[src/rtl/rx_drain_ctrl_if.sv]
// Rx FIFO read port and host valid/ready port of rx_drain_ctrl, bundled as one interface.
// master = drain controller side, slave = FIFO/host side.
interface rx_drain_ctrl_if;
    logic [7:0] FifoData_i;
    logic       n_FifoRd_o;
    logic       p_FifoEmpty_i;
    logic [7:0] Data_o;
    logic       p_Valid_o;
    logic       p_Ready_i;

    modport master (
        input  FifoData_i, p_FifoEmpty_i, p_Ready_i,
        output n_FifoRd_o, Data_o, p_Valid_o
    );

    modport slave (
        output FifoData_i, p_FifoEmpty_i, p_Ready_i,
        input  n_FifoRd_o, Data_o, p_Valid_o
    );
endinterface

[src/rtl/rx_drain_ctrl.sv]
// Rx FIFO drain sequencer: pops one byte at a time to a valid/ready host port, counts errors/bytes.
// Optional idle-timeout pulse is built only when RX_TIMEOUT_EN is defined.
module rx_drain_ctrl #(
    parameter int CNT_W       = 8,
    parameter int TIMEOUT_CYC = 1024
) (
    input  logic             clk,
    input  logic             rst,
    rx_drain_ctrl_if.master  bus,
    input  logic             p_Enable_i,
    input  logic             p_BaudrateError_i,
    input  logic             p_ParityError_i,
    input  logic             p_CntClr_i,
    output logic [CNT_W-1:0] BaudErrCnt_o,
    output logic [CNT_W-1:0] ParErrCnt_o,
    output logic [CNT_W-1:0] ByteCnt_o,
    output logic             p_Timeout_o
);

    typedef enum logic [1:0] {IDLE, CAPT, HOLD} state_t;

    state_t state;
    logic   pop;
    logic   accept;
    logic   baud_p1, baud_p2, par_p1, par_p2;
    logic   baud_rise, par_rise;

    function automatic logic [CNT_W-1:0] sat_inc(input logic [CNT_W-1:0] v);
        return (&v) ? v : v + CNT_W'(1);
    endfunction

    // The strobe must fall in the same IDLE cycle so the FIFO data lands while in CAPT.
    assign pop            = !rst && (state == IDLE) && p_Enable_i && !bus.p_FifoEmpty_i;
    assign bus.n_FifoRd_o = !pop;
    assign accept         = (state == HOLD) && bus.p_Valid_o && bus.p_Ready_i;

    always_ff @(posedge clk) begin
        if (rst) begin
            state         <= IDLE;
            bus.Data_o    <= 8'h00;
            bus.p_Valid_o <= 1'b0;
        end else begin
            case (state)
                IDLE: if (pop) state <= CAPT;
                CAPT: begin
                    bus.Data_o    <= bus.FifoData_i;
                    bus.p_Valid_o <= 1'b1;
                    state         <= HOLD;
                end
                HOLD: if (accept) begin
                    bus.p_Valid_o <= 1'b0;
                    state         <= IDLE;
                end
                default: state <= IDLE;
            endcase
        end
    end

    // Error inputs: one register stage, then edge detect against the previous sample
    always_ff @(posedge clk) begin
        if (rst) begin
            baud_p1 <= 1'b0;
            baud_p2 <= 1'b0;
            par_p1  <= 1'b0;
            par_p2  <= 1'b0;
        end else begin
            baud_p1 <= p_BaudrateError_i;
            baud_p2 <= baud_p1;
            par_p1  <= p_ParityError_i;
            par_p2  <= par_p1;
        end
    end

    assign baud_rise = baud_p1 && !baud_p2;
    assign par_rise  = par_p1 && !par_p2;

    always_ff @(posedge clk) begin
        if (rst || p_CntClr_i) begin
            BaudErrCnt_o <= '0;
            ParErrCnt_o  <= '0;
            ByteCnt_o    <= '0;
        end else begin
            if (baud_rise) BaudErrCnt_o <= sat_inc(BaudErrCnt_o);
            if (par_rise)  ParErrCnt_o  <= sat_inc(ParErrCnt_o);
            if (accept)    ByteCnt_o    <= sat_inc(ByteCnt_o);
        end
    end

`ifdef RX_TIMEOUT_EN
    localparam int IDLE_W = $clog2(TIMEOUT_CYC + 1);

    logic [IDLE_W-1:0] idle_cnt;

    // A non-empty FIFO covers every pop, so it alone re-arms the counter.
    always_ff @(posedge clk) begin
        if (rst) begin
            idle_cnt    <= '0;
            p_Timeout_o <= 1'b0;
        end else begin
            p_Timeout_o <= 1'b0;
            if (!bus.p_FifoEmpty_i) begin
                idle_cnt <= '0;
            end else if ((state == IDLE) && p_Enable_i && (idle_cnt != IDLE_W'(TIMEOUT_CYC))) begin
                idle_cnt <= idle_cnt + IDLE_W'(1);
                if (idle_cnt == IDLE_W'(TIMEOUT_CYC - 1)) p_Timeout_o <= 1'b1;
            end
        end
    end
`else
    assign p_Timeout_o = 1'b0;
`endif

endmodule

[src/flat_wrapper.sv]
// flat-port wrapper written by rule: the top's interface ports become plain ports
module rx_drain_ctrl_flat 
#(
    parameter int CNT_W       = 8,
    parameter int TIMEOUT_CYC = 1024
)
  (clk, rst, p_Enable_i, p_BaudrateError_i, p_ParityError_i, p_CntClr_i, BaudErrCnt_o, ParErrCnt_o, ByteCnt_o, p_Timeout_o, bus_FifoData_i, bus_p_FifoEmpty_i, bus_p_Ready_i, bus_n_FifoRd_o, bus_Data_o, bus_p_Valid_o);
  rx_drain_ctrl_if bus_i ();
  input  logic clk;
  input  logic rst;
  input  logic p_Enable_i;
  input  logic p_BaudrateError_i;
  input  logic p_ParityError_i;
  input  logic p_CntClr_i;
  output logic [CNT_W-1:0] BaudErrCnt_o;
  output logic [CNT_W-1:0] ParErrCnt_o;
  output logic [CNT_W-1:0] ByteCnt_o;
  output logic p_Timeout_o;
  input wire logic [$bits(bus_i.FifoData_i)-1:0] bus_FifoData_i;
  input wire logic [$bits(bus_i.p_FifoEmpty_i)-1:0] bus_p_FifoEmpty_i;
  input wire logic [$bits(bus_i.p_Ready_i)-1:0] bus_p_Ready_i;
  output wire logic [$bits(bus_i.n_FifoRd_o)-1:0] bus_n_FifoRd_o;
  output wire logic [$bits(bus_i.Data_o)-1:0] bus_Data_o;
  output wire logic [$bits(bus_i.p_Valid_o)-1:0] bus_p_Valid_o;
  assign bus_i.FifoData_i = bus_FifoData_i;
  assign bus_i.p_FifoEmpty_i = bus_p_FifoEmpty_i;
  assign bus_i.p_Ready_i = bus_p_Ready_i;
  assign bus_n_FifoRd_o = bus_i.n_FifoRd_o;
  assign bus_Data_o = bus_i.Data_o;
  assign bus_p_Valid_o = bus_i.p_Valid_o;
  rx_drain_ctrl #(.CNT_W(CNT_W), .TIMEOUT_CYC(TIMEOUT_CYC)) u_core (.clk(clk), .rst(rst), .bus(bus_i), .p_Enable_i(p_Enable_i), .p_BaudrateError_i(p_BaudrateError_i), .p_ParityError_i(p_ParityError_i), .p_CntClr_i(p_CntClr_i), .BaudErrCnt_o(BaudErrCnt_o), .ParErrCnt_o(ParErrCnt_o), .ByteCnt_o(ByteCnt_o), .p_Timeout_o(p_Timeout_o));
endmodule
[config.mk]
export PLATFORM = sky130hd
export DESIGN_NAME = rx_drain_ctrl_flat
export DESIGN_NICKNAME = d
export VERILOG_FILES = /design/src/rtl/rx_drain_ctrl_if.sv /design/src/rtl/rx_drain_ctrl.sv /design/src/flat_wrapper.sv
export SDC_FILE = /design/constraint.sdc
export NUM_CORES = 1
export LEC_CHECK = 0
export CAP_MARGIN = 10
export CORE_AREA = 2 2 86 47
export DETAILED_ROUTE_END_ITERATION = 12
export DIE_AREA = 0 0 88 49
export MAX_ROUTING_LAYER = met4
export PLACE_DENSITY = 0.88
export SYNTH_ARGS = -nofsm -noshare
export SYNTH_HDL_FRONTEND = slang
export SYNTH_SLANG_ARGS = --single-unit
[constraint.sdc]
create_clock -name clk -period 2.9 [get_ports clk]
set_input_delay 0.435 -clock clk [delete_from_list [all_inputs] [get_ports clk]]
set_output_delay 0.435 -clock clk [all_outputs]
set_load 0.05 [all_outputs]
* Word-level counts from Yosys, hierarchy flattened *
Index checks and enable logic that the tools add are counted.
W data, S select, Z words.

storage, ports and cells
  register bits after elaboration = 39
  latch bits = 0
  RAM bits = 0
  ROM bits = 0
  bits of input ports = 16
  output and inout port bits = 35
  word-level logic and storage cells = 48
  memories kept = 0

cells by class
  add/subtract/negate cells = 3
  multiply operators = 0
  divide/modulo/power cells = 0
  magnitude comparators = 0
  eq/ne operators = 4
  shift operators = 0
  mux-type cells = 5
  bitwise logic cells = 3
  reduce and logical (&&, ||, !) cells = 23

operators with widths
  kind                   number
  $add A8 B1 Y8 const B  3
  $reduce_and A8 Y1      3
  $reduce_and A2 Y1      5
  $logic_and A1 B1 Y1    7
  $pmux W2 S3            1
  $logic_not A1 Y1       5
  $mux W2                2
  $ne A2 B1 Y1 const B   2
  $not A1 Y1             3
  $eq A2 B1 Y1 const B   1
  $eq A2 B2 Y1 const B   1
  $logic_not A2 Y1       1
  $pmux W1 S2            1
  $reduce_bool A2 Y1     1
  $logic_or A1 B1 Y1     1
  $mux W1                1

* Longest topological paths before layout *
Gate-level depths: netlist (run 1).

  word-level depth = 6
  depth in mapped cells = 5
  depth with buffers taken out = 5

* Worst setup path after synthesis (run 1) *
No wires, ideal clock.

  path kind = register -> register
  from = register u_core.ParErrCnt_o[0]
  to = register u_core.ParErrCnt_o[1]
  library setup time = 128 ps
  arrival = 1817 ps
  setup slack = 955 ps
  cell stages (with the launch flop) = 6
  path buffers = 0
  path through = dfxtp_1 -> ha_1 -> nand4_1 -> o21ai_0 -> mux2i_1 -> nor2_1

on the way
  longest elaborated chain between the ends = 3
  elaborated cells on any way between the ends = 4

RTL lines
  item                                                   RTL line             text
  from (decl)                                            rx_drain_ctrl.sv:15  output logic [CNT_W-1:0] ParErrCnt_o,
  from (signal assigned)                                 rx_drain_ctrl.sv:84  if (par_rise) ParErrCnt_o <= sat_inc(ParErrCnt_o);
  branches (longest 3 deep; another with $add A8 B1 Y8)  --

Parallel ways; which one is timed is not known.
A chain may end at the register's enable or synchronous reset.

* Worst setup path in the final report (run 1) *
  from = input port rst
  to = output port bus_n_FifoRd_o

on the way
  longest elaborated chain between the ends = 5

RTL lines
  item                               RTL line             text
  from (decl)                        flat_wrapper.sv:10   input logic rst;
  $logic_not A1 Y1                   rx_drain_ctrl.sv:33  assign pop = !rst && (state == IDLE) && p_Enable_i && !bus.p_FifoEmpty_i;
  $logic_and A1 B1 Y1 (3 in series)  rx_drain_ctrl.sv:33
  $logic_not A1 Y1                   rx_drain_ctrl.sv:34  assign bus.n_FifoRd_o = !pop;
  to (decl)                          flat_wrapper.sv:22   output wire logic [$bits(bus_i.n_FifoRd_o)-1:0] bus_n_FifoRd_o;

Every way passes these cells.

==> flow_metrics.tcl, run 1 <==
set metrics [dict create \
    ys_types 31 \
    first_global_vias 1304 \
    fin_setup_tns_ns 0 \
    slew_headroom_pct 58.6 \
    grt_pass1_wl_um 6130 \
    routedWlPerCell_um 12.7 \
    ys_warn_count 0 \
    worst_pin_slew_ns 0.615 \
    clockBufferDepth 2 \
    critPathLaunchType "primary input" \
    antenna_found_initial 0 \
    placed_area_um2 2190 \
    ctsHoldBuffers 0 \
    drt_iter0_drc 68 \
    r2r_slack_ns 1.02 \
    drc_errors 0 \
    gr-total-overflow 0 \
    min_path_type "flip-flop to flip-flop" \
    most-common-layout-cells "48 x clkdlybuf4s50_1, 39 x dfxtp_1, 23 x nand2_1" \
    first_pass_iters 4 \
    dieHeight_um 49 \
    cts_tree "yes" \
    core_area_um2 3620 \
    pin_count 51 \
    drv_slew 0 \
    die_x_um 88 \
    fmax_ghz 0.481 \
    antenna_left 0 \
    vias 1521 \
    endpoint_kind "primary output" \
    clock_latency_ns 0.29 \
    gp_congestion 0.777 \
    cp_slowest_cell "clkdlybuf4s50_1" \
    hpwl_um 2660 \
    clk_pin_slew_ns 0.07 \
    synth_area_um2 1660 \
    power.density_nw_per_um2 438 \
    path_class "primary input to primary output" \
    diodes 0 \
    final_nets 257 \
    synth_area_per_cell_um2 8.84 \
    ys_ff_latch 39 \
    grt_use_total_pct 18.9 \
    hold_violations 0 \
    fin_skew_ns 0.00343 \
    ctsResizeCount 0 \
    regArea_um2 781 \
    max_cap_violations 0 \
    crit_family "buffers and inverters" \
    path_cells "clkdlybuf4s50_1, buf_4, nor4_1, inv_1, buf_4" \
    viasPerCell 5.19 \
    synth.net_count 207 \
    setup_viol 0 \
    n_fill_cell 310 \
    multi_input_area_um2 833 \
    drive_above_1_share_pct 4.18 \
    start_util_pct 45.9 \
    crit_path_frequent_cell "buf_4" \
    drt-total-wl_um 3720 \
    grt_max_degree 24 \
    worst_ir_drop_vdd_mv 0.243 \
    cts_setup_buffers 0 \
    stdcell_area_um2 2270 \
    crit_fanout 18 \
    portBuffers 49 \
    die-area_um2 4310 \
    fin_crit_sh_pct 71.7 \
    status "finished, final reports clean" \
    cts_buffers 5 \
    fp-row-count 16 \
    rsz0062_at_grt "no" \
    final.min_clock_period_ns 2.08 \
    cts_max_level 2 \
    clock_sinks 39 \
    arrival_ns 1.64 \
    syn_inst 188 \
    final_common_cell "clkdlybuf4s50_1" \
    ys_seq_area_share_pct 47.0 \
    cp_num_buf_inv 4 \
    slowest_delay_ns 0.40 \
    hold_slack_ns 0.455 \
    required_ns 2.47 \
    p_leak_nw 0.800 \
    syn_to_final_growth_pct 36.7 \
    cts_root_buf "clkbuf_8" \
]
==> sequential cells by signal (all words and copies together) (netlist names) <==
register              flops
u_core.BaudErrCnt_o       8
u_core.ByteCnt_o          8
u_core.ParErrCnt_o        8
u_core.bus.Data_o         8
u_core.state              2
u_core.baud_p1            1
u_core.baud_p2            1
u_core.bus.p_Valid_o      1
u_core.par_p1             1
u_core.par_p2             1
==> kinds of logic (layout without fill, tap and decap cells) <==
| family | Yosys count | count (layout) | synth area share [%] |
|---|---|---|---|
| multiplexers | 3 | 3 | 1.81 |
| AO/OA/AOI/OAI | 33 | 33 | 12.0 |
| buffers and inverters | 10 | 61 | 2.93 |
| XOR/XNOR | 14 | 14 | 7.37 |
| adder cells (fa/ha/maj) | 3 | 3 | 2.26 |
| other | 1 | 1 | 0.226 |
| AND/OR/NAND/NOR | 85 | 85 | 26.4 |
| flip-flops | 39 | 39 | 47.0 |
==> worst reg2reg max path, stage by stage, from the launching register on <==
cell,delay [ns]
dfxtp_1,0.44
ha_1,0.28
nand4_1,0.18
o21ai_0,0.55
mux2i_1,0.26
nor2_1,0.05
==> routing by layer <==
metal	GRT usage (%)	share of wire (%)
met2	25.3	40
met1	26.8	52
met3	5.92	7.2
met4	6.15	0.73
met5	-	0
==> layout make-up <==
| class | instances | share of cell area, % |
|---|---|---|
| inverter | 2 | 0.330 |
| clock buffer | 7 | 3.36 |
| multi-input combinational | 139 | 36.7 |
| timing repair buffer | 51 | 22.1 |
| sequential | 39 | 34.3 |
| tap | 54 | 2.97 |
| clock inverter | 1 | 0.220 |
==> final timing paths <==
path | depth (start not counted) | startpoint | end
setup / recovery | 5 | rst | bus_n_FifoRd_o
hold / removal | 2 | u_core.bus.Data_o[3] | u_core.bus.Data_o[3]
setup reg to reg | 5 | u_core.ParErrCnt_o[0] | u_core.ParErrCnt_o[1]
hold reg to reg | 2 | u_core.bus.Data_o[3] | u_core.bus.Data_o[3]
==> through the flow <==
| step | instances | total power [mW] | util, % | setup WS (ns) |
|---|---|---|---|---|
| 2_1_floorplan | 188 | 0.619 | - | 0.955 |
| 3_3_place_gp | 285 | 0.656 | 60.5 | 0.802 |
| 3_5_place_dp | 285 | 0.658 | 60.5 | 0.787 |
| 4_1_cts | 293 | 1.01 | 62.7 | 0.814 |
| 5_1_grt | 293 | 1.04 | 62.7 | 0.605 |
| 6_report | 293 | 0.997 | 62.7 | 0.822 |
==> power by group <==
| group | switching (mW) | internal, mW | leakage (nW) |
|---|---|---|---|
| registers | 0.00790 | 0.545 | 0.316 |
| logic | 0.0533 | 0.0402 | 0.442 |
| clock network | 0.182 | 0.169 | 0.0422 |
| total | 0.243 | 0.754 | 0.800 |
==> synthesized netlist by cell type <==
master,instances,area (µm²)
mux2i_1,3,30.0
and3_1,4,25.0
o211ai_2,1,12.5
o21ai_0,5,25.0
nand2b_1,4,25.0
buf_4,1,7.51
ha_1,3,37.5
o211ai_1,8,60.1
o21ai_1,1,5.00
clkbuf_1,6,22.5
xnor2_1,3,26.3
nand3_1,6,30.0
or2_0,1,6.26
or4_1,3,22.5
nand4_1,4,25.0
inv_1,2,7.51
conb_1,1,3.75
nor2b_1,7,43.8
nand4b_1,2,17.5
xor2_1,11,96.3
dfxtp_1,39,781
and4b_1,2,20.0
nor2_1,19,71.3
and4_1,1,8.76
o31ai_1,3,22.5
or3_1,4,25.0
nand2_1,23,86.3
nor4_1,4,25.0
nand3b_1,1,7.51
buf_6,1,11.3
a21oi_1,15,75.1
(Power assumes the default switching activity.)
==> run 2, diff against run 1 <==
--- a/config.mk
+++ b/config.mk
@@ -6,11 +6,11 @@
 export NUM_CORES = 1
 export LEC_CHECK = 0
 export CAP_MARGIN = 10
-export CORE_AREA = 2 2 86 47
+export CORE_AREA = 2 2 89 48
 export DETAILED_ROUTE_END_ITERATION = 12
-export DIE_AREA = 0 0 88 49
+export DIE_AREA = 0 0 91 50
 export MAX_ROUTING_LAYER = met4
-export PLACE_DENSITY = 0.88
+export PLACE_DENSITY = 0.85
 export SYNTH_ARGS = -nofsm -noshare
 export SYNTH_HDL_FRONTEND = slang
 export SYNTH_SLANG_ARGS = --single-unit
==> constraint.sdc (replaced) <==
create_clock -name clk -period 2 [get_ports clk]
set_input_delay 0.3 -clock clk [delete_from_list [all_inputs] [get_ports clk]]
set_output_delay 0.3 -clock clk [all_outputs]
set_load 0.05 [all_outputs]
==> flow_metrics.tcl, run 2 (same netlist as run 1, synthesis figures left out) <==
set metrics [dict create \
    clock_latency_ns 0.29 \
    hold_violations 0 \
    fin_crit_sh_pct 94.8 \
    cts_tree "yes" \
    crit_fanout 7 \
    final_nets 258 \
    final.min_clock_period_ns 1.90 \
    first_global_vias 1321 \
    cp_slowest_cell "clkdlybuf4s50_1" \
    antenna_found_initial 0 \
    cts_root_buf "clkbuf_8" \
    vias 1501 \
    drt_iter0_drc 48 \
    critPathLaunchType "flip-flop" \
    most-common-layout-cells "48 x clkdlybuf4s50_1, 39 x dfxtp_1, 23 x nand2_1" \
    worst_pin_slew_ns 0.614 \
    crit_family "buffers and inverters" \
    cp_num_buf_inv 1 \
    gp_congestion 0.850 \
    final_common_cell "clkdlybuf4s50_1" \
    syn_to_final_growth_pct 38.3 \
    diodes 0 \
    first_pass_iters 4 \
    die_x_um 91 \
    max_cap_violations 0 \
    start_util_pct 44.2 \
    n_fill_cell 338 \
    status "finished, final reports clean" \
    p_leak_nw 0.814 \
    dieHeight_um 50 \
    antenna_left 0 \
    path_class "flip-flop to primary output" \
    drt-total-wl_um 3700 \
    grt_use_total_pct 17.7 \
    gr-total-overflow 0 \
    r2r_slack_ns 0.25 \
    placed_area_um2 2200 \
    core_area_um2 3760 \
    portBuffers 49 \
    power.density_nw_per_um2 662 \
    drive_above_1_share_pct 5.00 \
    fp-row-count 16 \
    required_ns 1.70 \
    routedWlPerCell_um 12.6 \
    slew_headroom_pct 59.0 \
    pin_count 51 \
    stdcell_area_um2 2300 \
    ctsResizeCount 0 \
    viasPerCell 5.11 \
    rsz0062_at_grt "no" \
    clockBufferDepth 2 \
    fin_skew_ns 0.00560 \
    grt_max_degree 23 \
    ctsHoldBuffers 0 \
    drv_slew 0 \
    grt_pass1_wl_um 6090 \
    min_path_type "flip-flop to flip-flop" \
    cts_setup_buffers 0 \
    die-area_um2 4550 \
    clk_pin_slew_ns 0.08 \
    drc_errors 0 \
    worst_ir_drop_vdd_mv 0.282 \
    setup_viol 0 \
    endpoint_kind "primary output" \
    cts_max_level 2 \
    fin_setup_tns_ns 0 \
    fmax_ghz 0.528 \
    clock_sinks 39 \
    cts_buffers 5 \
    slowest_delay_ns 0.85 \
    arrival_ns 1.60 \
    hpwl_um 2710 \
    path_cells "clkdlybuf4s50_1" \
]
## run 2: cell types whose count changed in the layout (fill, tap and decap cells not counted), sizes merged
cell | previous run | this run
clkbuf | 7 | 8
buf | 3 | 4
clkinv | 1 | 0
## run 2: layout make-up
type	count	area, µm²	share of cell area, %
Multi-Input combinational cell	139	833	36.2
Tap cell	54	67.6	2.94
Inverter	2	7.51	0.326
Clock buffer	8	100	4.35
Sequential cell	39	781	33.9
Timing Repair Buffer	52	510	22.2
## run 2: layer usage
layer | vias to the layer above | track usage (%) | part of all wire (%)
met1 | 683 | 23.7 | 53
li1 | 757 | - | -
met5 | - | - | 0
met4 | 0 | 7.58 | 1.5
met2 | 53 | 24.1 | 39
met3 | 8 | 5.96 | 6.8
## run 2: worst paths after layout
path,startpoint,endpoint,depth (start not counted)
max,u_core.BaudErrCnt_o[2],BaudErrCnt_o[2],1
min,u_core.bus.Data_o[5],u_core.bus.Data_o[5],2
max reg2reg,u_core.BaudErrCnt_o[0],u_core.BaudErrCnt_o[1],5
min reg2reg,u_core.bus.Data_o[5],u_core.bus.Data_o[5],2
## run 2: through the flow
step                util [%]  setup WS (ns)  power (mW)  hold slack, ns  cells
finish                  61.1          0.105        1.52           0.458    294
global route            61.1         0.0620        1.58           0.474    294
CTS                     61.1          0.108        1.54           0.458    294
detailed placement      58.4          0.271       0.956           0.451    286
global placement        58.4          0.305       0.954           0.443    286
floorplan                  -         0.0553       0.898           0.428    188
## run 2: report_power, final
part           internal, mW  leakage, nW  switching [mW]
Combinational        0.0597        0.446          0.0777
Sequential            0.790        0.316          0.0111
Clock                 0.315       0.0515           0.268
==> patch 1, RTL diff (flow settings as in run 2) <==
Register the input `p_BaudrateError_i` before use. The logic sees it one clock later. The other inputs are not delayed to match.
--- a/src/rtl/rx_drain_ctrl.sv
+++ b/src/rtl/rx_drain_ctrl.sv
@@ -18,6 +18,12 @@
 );
 
     typedef enum logic [1:0] {IDLE, CAPT, HOLD} state_t;
+
+    logic p_BaudrateError_q;
+
+    always_ff @(posedge clk) begin
+        p_BaudrateError_q <= p_BaudrateError_i;
+    end
 
     state_t state;
     logic   pop;
@@ -64,7 +70,7 @@
             par_p1  <= 1'b0;
             par_p2  <= 1'b0;
         end else begin
-            baud_p1 <= p_BaudrateError_i;
+            baud_p1 <= p_BaudrateError_q;
             baud_p2 <= baud_p1;
             par_p1  <= p_ParityError_i;
             par_p2  <= par_p1;
Check against the original RTL: not equivalent (Yosys sat finds a counterexample within 4 cycles, from zero or initial values and one cycle with rst high).
==> patch 1 against run 2 <==
  * Area after synthesis up 1.2%
  * Die area is the same
  * Setup slack improved by 0.012 ns
  * Clock skew rose by 0.0020 ns
  * Sequential power grew 2.6%
  * Sequential cell count increased by 1
  * Design area up 1.4%
  * Maximum frequency up 0.64%
  * Routed wire length down 4.5%
  * Total power is essentially flat
  * Non-clock buffer count up 2
  * Global-route usage shrank 0.90 points
  * Largest power group unchanged
==> patch 1: results (changes against run 2) <==
* Fill count at 350 (was 338)
* GRT Total Usage at 0.1675 (was 0.1765)
* Share of post-route cells with drive strength above 1 at 0.05785 (was 0.05000)
* Worst hold start: u_core.p_BaudrateError_q$_DFF_P_ (was u_core.bus.Data_o[5]$_SDFFE_PP0P_)
* Initial DRC Count at 69 (was 48)
* Hold path cells at 1 (was 2)
* Post-synthesis compound-gate area fraction at 0.1190 (was 0.1204)
* Reg-to-reg startpoint: u_core.ParErrCnt_o[0]$_SDFFE_PP0P_ (was u_core.BaudErrCnt_o[0]$_SDFFE_PP0P_)
* Worst clock skew at 0.007555 ns (was 0.005599 ns)
* Status: complete, no violations (unchanged)
* Fin nets at 261 (was 258)
* Worst r2r dst: u_core.ParErrCnt_o[3]$_SDFFE_PP0P_ (was u_core.BaudErrCnt_o[1]$_SDFFE_PP0P_)
* Post-Synth XOR/XNOR Area at 0.07286 (was 0.07374)
* VDD IR max at 0.0003115 V (was 0.0002821 V)
* Post-synthesis sequential area ratio at 0.4758 (was 0.4695)
* Syn Nets at 208 (was 207)
* Worst Max-Slew Pin Slew at 0.6367 ns (was 0.6138 ns)
* First-pass GRT wire length at 5947 µm (was 6092 µm)
* Worst EP arrival at 1.58 ns (was 1.60 ns)
* GP Congestion at 0.8621 (was 0.8503)
* Wire length per cell at 11.93 µm (was 12.59 µm)
* CP Max Fanout at 6 (was 7)
* Reg2reg path depth at 6 (was 5)
* HPWL after DPL at 2617 µm (was 2710 µm)
* Worst hold margin at 0.4444 ns (was 0.4579 ns)
* Vias per cell at 5.155 (was 5.105)
[patch 1: changes by cell type after synthesis, sizes merged]
cell / change
dfxtp: +1
[patch 1: layout make-up]
type                       count  area, µm²  share of cell area
sequential                    40      800.8              0.3435
timing repair buffer          54      525.5              0.2254
multi-input combinational    139      833.3              0.3575
clock buffer                   7      96.34             0.04133
tap                           54      67.56             0.02899
inverter                       2      7.507            0.003221
[patch 1: metrics by stage]
stage / instances / worst slack [ns]
6_report: 296 / 0.1166
5_1_grt: 296 / 0.05597
4_1_cts: 296 / 0.1002
3_5_place_dp: 289 / 0.2538
3_3_place_gp: 289 / 0.3182
2_1_floorplan: 189 / 0.05529
[patch 1: how the worst max path moves through the flow]
stage,startpoint,to,cells past startpoint
finish,u_core.ParErrCnt_o[0]$_SDFFE_PP0P_,ParErrCnt_o[0],1
global route,u_core.ParErrCnt_o[0]$_SDFFE_PP0P_,ParErrCnt_o[0],1
CTS,u_core.ParErrCnt_o[0]$_SDFFE_PP0P_,ParErrCnt_o[0],1
detailed placement,rst,bus_n_FifoRd_o,4
global placement,bus_p_Ready_i,u_core.ByteCnt_o[7]$_SDFFE_PP0P_,5
floorplan,u_core.ParErrCnt_o[0]$_SDFFE_PP0P_,u_core.ParErrCnt_o[1]$_SDFFE_PP0P_,5
[patch 1: report_power, final]
part | switching, mW | total, mW | internal (mW)
Sequential | 0.0112 | 0.822 | 0.811
Combinational | 0.0767 | 0.139 | 0.0620
Clock | 0.254 | 0.561 | 0.307
Total | 0.342 | 1.52 | 1.18
[patch 1: metal layers]
layer  part of all wire  global-route usage  vias up
li1                   -                   -      773
met1               0.52              0.2289      707
met2               0.43              0.2407       42
met3              0.051             0.05199        4
met4             0.0034             0.04293        0
met5                  0                   -        -
==> patch 2, RTL diff (settings of run 2) <==
Without the edit above. `CNT_W` is set to 8 in 2 places; all go to 7.
--- a/src/rtl/rx_drain_ctrl.sv
+++ b/src/rtl/rx_drain_ctrl.sv
@@ -1,7 +1,7 @@
 // Rx FIFO drain sequencer: pops one byte at a time to a valid/ready host port, counts errors/bytes.
 // Optional idle-timeout pulse is built only when RX_TIMEOUT_EN is defined.
 module rx_drain_ctrl #(
-    parameter int CNT_W       = 8,
+    parameter int CNT_W       = 7,
     parameter int TIMEOUT_CYC = 1024
 ) (
     input  logic             clk,
--- a/src/flat_wrapper.sv
+++ b/src/flat_wrapper.sv
@@ -1,7 +1,7 @@
 // flat-port wrapper written by rule: the top's interface ports become plain ports
 module rx_drain_ctrl_flat 
 #(
-    parameter int CNT_W       = 8,
+    parameter int CNT_W       = 7,
     parameter int TIMEOUT_CYC = 1024
 )
   (clk, rst, p_Enable_i, p_BaudrateError_i, p_ParityError_i, p_CntClr_i, BaudErrCnt_o, ParErrCnt_o, ByteCnt_o, p_Timeout_o, bus_FifoData_i, bus_p_FifoEmpty_i, bus_p_Ready_i, bus_n_FifoRd_o, bus_Data_o, bus_p_Valid_o);
Interface: changed (resized BaudErrCnt_o, ByteCnt_o and ParErrCnt_o); port bits go from 51 to 48. The function was not compared with the original's and may differ.
==> patch 2 against run 2 <==
  * Setup slack improved by 0.032 ns
  * Register-to-register slack better by 0.09 ns
  * Total power decreased by 7.1%
  * Routed wire length decreased by 3.8%
  * Area after synthesis is 12% lower
  * Sequential cell count fell by 3
  * First-iteration DRC count rose by 4.2%
  * Design area decreased by 9.4%
==> patch 2: results (changes against run 2) <==
* HPWL after DPL at 2672 µm (was 2710 µm)
* Post-synthesis sequential area ratio at 0.4902 (was 0.4695)
* Worst clock skew at 0.003252 ns (was 0.005599 ns)
* Status: complete, no violations (unchanged)
* Sequential Power Share at 0.524 (was 0.527)
* Post-synthesis mux area share at 0.02043 (was 0.01806)
* Non-clk invs at 1 (was 2)
* Area contributors post-synth: dfxtp_1, nand2_1, nor2_1 (was dfxtp_1, xor2_1, nand2_1)
* Post-Synth XOR/XNOR Area at 0.04170 (was 0.07374)
* GR Util met1 at 0.2352 (was 0.2367)
* Sequential portion of the cell area at 0.3457 (was 0.3395)
* Signal buf overhead at 0.2305 (was 0.2220)
* Fill count at 360 (was 338)
* Synth cell types at 36 (was 31)
* Non-Clock Buffer Count at 49 (was 52)
* Clkbuf count at 7 (was 8)
* Worst Max-Slew Pin Slew at 0.6124 ns (was 0.6138 ns)
* Initial DRC Count at 50 (was 48)
* Worst EP arrival at 1.56 ns (was 1.60 ns)
* DR WL met2 at 1474 µm (was 1448 µm)
* Post-Syn Instances at 165 (was 188)
* Switch Pwr at 343.3 µW (was 357.0 µW)
* First-pass GRT wire length at 5947 µm (was 6092 µm)
* Final WL at 3561 µm (was 3700 µm)
* Fin nets at 234 (was 258)
==> patch 2: changes by cell type in the layout (fill, tap and decap cells not counted), moves of 3 or more <==
cell	delta
a31oi_1	+6
nor4_1	-3
and2b_1	+6
dfxtp_1	-3
or3_1	-4
o211ai_1	-4
nor2b_1	-6
and3_1	-3
clkdlybuf4s50_1	-3
or2_2	+3
xor2_1	-5
==> patch 2: path summary, 6_finish.rpt <==
kind / startpoint / endpoint / slack, ns / cells past startpoint
min: u_core.bus.Data_o[3]$_SDFFE_PP0P_ / u_core.bus.Data_o[3]$_SDFFE_PP0P_ / 0.46 / 2
max: u_core.BaudErrCnt_o[0]$_SDFFE_PP0P_ / BaudErrCnt_o[0] / 0.14 / 1
min reg2reg: u_core.bus.Data_o[3]$_SDFFE_PP0P_ / u_core.bus.Data_o[3]$_SDFFE_PP0P_ / 0.46 / 2
max reg2reg: u_core.BaudErrCnt_o[0]$_SDFFE_PP0P_ / u_core.BaudErrCnt_o[5]$_SDFFE_PP0P_ / 0.34 / 5
